**config.mk**
```make
export PLATFORM = sky130hd
export DESIGN_NAME = lbuf_waddr_gen
export DESIGN_NICKNAME = d
export VERILOG_FILES = /design/src/rtl/lbuf_pkg.sv /design/src/rtl/edge_det.sv /design/src/rtl/lbuf_waddr_gen.sv
export SDC_FILE = /design/constraint.sdc
export NUM_CORES = 1
export LEC_CHECK = 0
export ABC_AREA = 1
export BUFFER_PORTS_ARGS = -buffer_cell sky130_fd_sc_hd__buf_2
export CAP_MARGIN = 0
export CORE_MARGIN = 4
export CORE_UTILIZATION = 40
export CTS_BUF_LIST = sky130_fd_sc_hd__clkbuf_4
export DETAILED_ROUTE_END_ITERATION = 6
export HOLD_SLACK_MARGIN = 0.08
export PLACE_DENSITY = 0.68
export REMOVE_ABC_BUFFERS = 1
export SLEW_MARGIN = 15
export SYNTH_ARGS = -nofsm -noshare
export SYNTH_HDL_FRONTEND = slang
export SYNTH_SLANG_ARGS = --single-unit
```
**constraint.sdc**
```tcl
create_clock -name clk -period 1.68 [get_ports clk]
set_input_delay 0.336 -clock clk [delete_from_list [all_inputs] [get_ports clk]]
set_output_delay 0.336 -clock clk [all_outputs]
set_load 0.02 [all_outputs]
```
**src/rtl/lbuf_pkg.sv**
```systemverilog
// Shared types and width helpers for the line-buffer write address generator.
package lbuf_pkg;

    typedef enum logic [1:0] {
        IDLE,
        ACTIVE,
        FULL
    } lbuf_wstate_e;

    function automatic int addr_width(input int pix, input int beat);
        int w;
        w = $clog2(pix / beat);
        return (w < 1) ? 1 : w;
    endfunction

    function automatic int bank_width(input int lines);
        return (lines <= 2) ? 1 : $clog2(lines);
    endfunction

endpackage

```
**src/rtl/edge_det.sv**
```systemverilog
// Registered rise/fall detector: keeps a one-cycle delayed copy of sig and
// compares it against the live input.
module edge_det (
    input  logic clk,
    input  logic rstn,
    input  logic sig,
    output logic rise,
    output logic fall
);

    logic sig_d;

    always_ff @(posedge clk or negedge rstn) begin
        if (!rstn) begin
            sig_d <= 1'b0;
        end else begin
            sig_d <= sig;
        end
    end

    assign rise = sig & ~sig_d;
    assign fall = ~sig & sig_d;

endmodule

```
**src/rtl/lbuf_waddr_gen.sv**
```systemverilog
// Write-side address generator for a LINES-deep circular line buffer: turns
// sensor href/vsync/de timing into addr/bank/we and line-close reporting.
module lbuf_waddr_gen
    import lbuf_pkg::*;
#(
    parameter  int PIX_PER_LINE = 1280,
    parameter  int BEAT         = 1,
    parameter  int LINES        = 2,
    parameter  int MAX_LINES    = 720,
    localparam int ADDR_W       = addr_width(PIX_PER_LINE, BEAT),
    localparam int BANK_W       = bank_width(LINES),
    localparam int LCNT_W       = $clog2(MAX_LINES + 1)
) (
    input  logic              clk,
    input  logic              rstn,
    input  logic              vsync,
    input  logic              href,
    input  logic              de,
    output logic [ADDR_W-1:0] addr,
    output logic [BANK_W-1:0] bank,
    output logic              we,
    output logic              line_done,
    output logic [BANK_W-1:0] done_bank,
    output logic [LCNT_W-1:0] line_cnt,
    output logic              short_err,
    output logic              ovf_err
);

    localparam int BEATS = PIX_PER_LINE / BEAT;

    lbuf_wstate_e      state;
    logic [ADDR_W-1:0] cnt;
    logic              href_rise;
    logic              href_fall;
    logic              vsync_rise;
    logic              unused_vsync_fall;
    logic              last_beat;
    logic              close_line;
    logic [BANK_W-1:0] bank_next;

    edge_det u_href_edge (
        .clk  (clk),
        .rstn (rstn),
        .sig  (href),
        .rise (href_rise),
        .fall (href_fall)
    );

    edge_det u_vsync_edge (
        .clk  (clk),
        .rstn (rstn),
        .sig  (vsync),
        .rise (vsync_rise),
        .fall (unused_vsync_fall)
    );

    assign last_beat  = (cnt == ADDR_W'(BEATS - 1));
    // A frame restart abandons any open line, so it suppresses the close.
    assign close_line = ~vsync_rise & (state == ACTIVE) & ((de & last_beat) | href_fall);
    assign bank_next  = (bank == BANK_W'(LINES - 1)) ? '0 : bank + BANK_W'(1);

    assign we   = de & (state == ACTIVE);
    assign addr = cnt;

    always_ff @(posedge clk or negedge rstn) begin
        if (!rstn) begin
            state     <= IDLE;
            cnt       <= '0;
            bank      <= '0;
            line_done <= 1'b0;
            done_bank <= '0;
            line_cnt  <= '0;
            short_err <= 1'b0;
            ovf_err   <= 1'b0;
        end else begin
            line_done <= 1'b0;
            if (vsync_rise) begin
                bank      <= '0;
                line_cnt  <= '0;
                short_err <= 1'b0;
                ovf_err   <= 1'b0;
                if (href_rise) begin
                    state <= ACTIVE;
                    cnt   <= '0;
                end else begin
                    state <= IDLE;
                end
            end else begin
                case (state)
                    IDLE: begin
                        if (de) begin
                            ovf_err <= 1'b1;
                        end
                        if (href_rise) begin
                            state <= ACTIVE;
                            cnt   <= '0;
                        end
                    end
                    ACTIVE: begin
                        // The last beat wins over a coincident href fall: full close, no short flag.
                        if (de && last_beat) begin
                            state <= href_fall ? IDLE : FULL;
                        end else begin
                            if (de) begin
                                cnt <= cnt + ADDR_W'(1);
                            end
                            if (href_fall) begin
                                short_err <= 1'b1;
                                state     <= IDLE;
                            end
                        end
                    end
                    FULL: begin
                        if (de) begin
                            ovf_err <= 1'b1;
                        end
                        if (href_fall) begin
                            state <= IDLE;
                        end
                    end
                    default: begin
                        state <= IDLE;
                    end
                endcase

                if (close_line) begin
                    done_bank <= bank;
                    bank      <= bank_next;
                    line_done <= 1'b1;
                    if (line_cnt != LCNT_W'(MAX_LINES)) begin
                        line_cnt <= line_cnt + LCNT_W'(1);
                    end
                end
            end
        end
    end

endmodule

```
==> run summary <==
post-route cell area: 2540 sq um
Placement Rows: 25
internal power: 1.30 mW
Power Dens Cells: 855 nW/um^2
vias per cell: 4.87
clock transition at the registers of the reported paths: 110 ps
Avg WL per Cell: 12.2 um
fill count: 505
start point of the worst hold path: vsync
WS Path Type: reg2reg
RR Endpoint: line_cnt[4]
highest-count cells in the layout ignoring fill and taps: 117 x nand2_1, 40 x nand3_1, 31 x buf_2
H-tree depth: 2
setup TNS: 0 ps
status: completed
DR pass1 iterations: 4
Worst Hold Path EP: u_vsync_edge.sig_d
startpoint class of the critical path: flop
worst setup margin: 130 ps
DR DRC count: 0
Worst Setup End Kind: flop
switching power share of the total: 40.0%
die area: 6420 sq um
Placed Instances: 411
CTS tree: done
final hold violation count: 0
Mapped Cells: 302
die width: 80.1 um
initial antenna violation count: 0
post-layout minimum cycle time: 1550 ps
Final GP Congestion: 0.862
R2R depth: 10
IO Pins: 32
Core Util, Final: 52.2%
Crit path required time: 1920 ps
via count: 2045
skew final: 14.6 ps
diodes inserted: 0
Placed Instance Area: 2420 sq um
initial core utilization: 42.6%
syn avg cell area: 6.89 sq um
first-pass GRT wire length: 9010 um
register area: 752 sq um
clk root buf: clkbuf_4
max cap viols: 0
CP Data Arrival Time: 1790 ps
YS warnings: 0
reg-to-reg critical path startpoint: addr[0]
Fmax achieved: 0.645 GHz
Pleak: 1.38 nW
slew margin rel.: 53.2%
post-route ant nets: 0
fin crit share: 92.3%
multi-input logic area: 1200 sq um
hold depth: 1
largest net degree at the start of global routing: 31
cell area after synthesis: 2080 sq um
switching power: 0.870 mW
Final nets: 360
area of the core: 4880 sq um
chip height: 80.1 um
TritonCTS Sinks: 30
CTS buffer count: 5
r2r setup slk: 130 ps
hold slack: 114 ps
Overflow after GRT: 0
dpl ws: -99.3 ps
Post-Route WL: 5140 um
Finished Layout Cells: 420
Initial DRC Count: 102
share of cells above drive strength 1: 27.5%
Synth-to-Final Area Change: 22.4%
clk_lat worst skew: 350 ps
Seq/Total Area, Yosys: 36.1%
sequential share of power: 41.3%
total power: 2.17 mW
Logic pwr share: 37.9%
Slew Viols, Final: 0
total global-route track usage: 17.8%
clock buffer depth: 2
Synth Register Bits: 30
Max VDD drop: 0.458 mV
IO Port Bufs: 31
Clock power frac: 20.9%
commonest non-fill, non-tap cell in the layout: nand2_1
Final Setup Violations: 0
crit path max fanout: 4
worst min path class: in2reg
slew of the pin with the lowest slew margin: 702 ps
vias in the first global route: 1971
dpl hpwl: 3660 um
RSZ-0062 raised after global routing: false
Netlist cell types: 29
[flip-flops by register name, indices dropped and copies added (netlist names)]
register / count
bank: 1
u_href_edge.sig_d: 1
short_err: 1
ovf_err: 1
u_vsync_edge.sig_d: 1
line_done: 1
addr: 11
line_cnt: 10
state: 2
done_bank: 1
[critical path: stages (launching register included)]
cell and delay (ps):
dfrtp_1 370, ha_1 170, nand2_1 70, nor2_2 110
buf_4 140, nand3_4 100, nand2_4 90, nand3_4 100
buf_4 180, nand3_2 50, nand2_1 50
[worst max-delay path by stage]
stage / depth (start not counted) / slack (ps) / to / from
3_3_place_gp: 8 / -60 / addr[8] / addr[0]
3_5_place_dp: 8 / -100 / addr[9] / addr[0]
6_report: 10 / 130 / line_cnt[4] / addr[0]
2_1_floorplan: 5 / -390 / addr[8] / u_vsync_edge.sig_d
5_1_grt: 9 / 7 / line_cnt[3] / line_cnt[0]
4_1_cts: 10 / 40 / line_cnt[1] / addr[0]
[cell type report]
| class | instances | area share (%) |
|---|---|---|
| clock inverters | 2 | 0.344 |
| repair buffers | 57 | 14.2 |
| inverters | 24 | 3.54 |
| clock buffers | 6 | 1.77 |
| multi-input cells | 234 | 47.3 |
| flip-flops and latches | 30 | 29.5 |
| well taps | 67 | 3.29 |
[logic make-up after synthesis]
group                    Yosys count  synth area share (%)
AND/OR/NAND/NOR                  214                  48.1
buffers and inverters             38                  8.24
flip-flops                        30                  36.1
AO/OA/AOI/OAI                      9                  2.35
XOR/XNOR                           8                  3.37
adder cells (fa/ha/maj)            3                  1.81
[timing repair]
action | CTS | global route
pin swaps | 0 | 1
hold buffers | 1 | 0
endpoints found under the setup margin | 11 | 15
endpoints found under the hold margin | 30 | 0
gates resized for setup | 1 | 12
buffers inserted | 0 | 0
[power groups by stage]
stage          combinational (mW)  sequential [mW]  clock, mW
2_1_floorplan               0.325             1.07          0
3_3_place_gp                0.807            0.907          0
3_5_place_dp                0.817            0.910          0
4_1_cts                     0.821            0.896      0.464
5_1_grt                     0.927            0.911      0.506
6_report                    0.823            0.898      0.454
[synth_stat cells (all sizes together)]
master  count  share of area, %
nand2     125                24
o21a        1              0.36
xnor2       3               1.3
a21oi       1              0.24
dfrtp      30                36
clkbuf      5              0.90
buf         9               3.0
nand4       3               1.2
nor2       26               5.4
nor3        4               1.2
ha          3               1.8
or2         1              0.30
nor3b       2              0.72
nand3b      1              0.36
xor2        5               2.1
a31oi       1              0.30
o21ai       6               1.4
inv        24               4.3
nand3      52                15
[per-layer routing]
metal | vias to the layer above | track usage, % | part of all wire, %
li1 | 1050 | - | -
met1 | 939 | 22.9 | 45
met2 | 52 | 30.0 | 49
met3 | 4 | 4.26 | 5.6
met4 | 0 | 4.39 | 0.60
met5 | - | 0 | 0
Note: power is estimated with default switching activity, not from simulation.
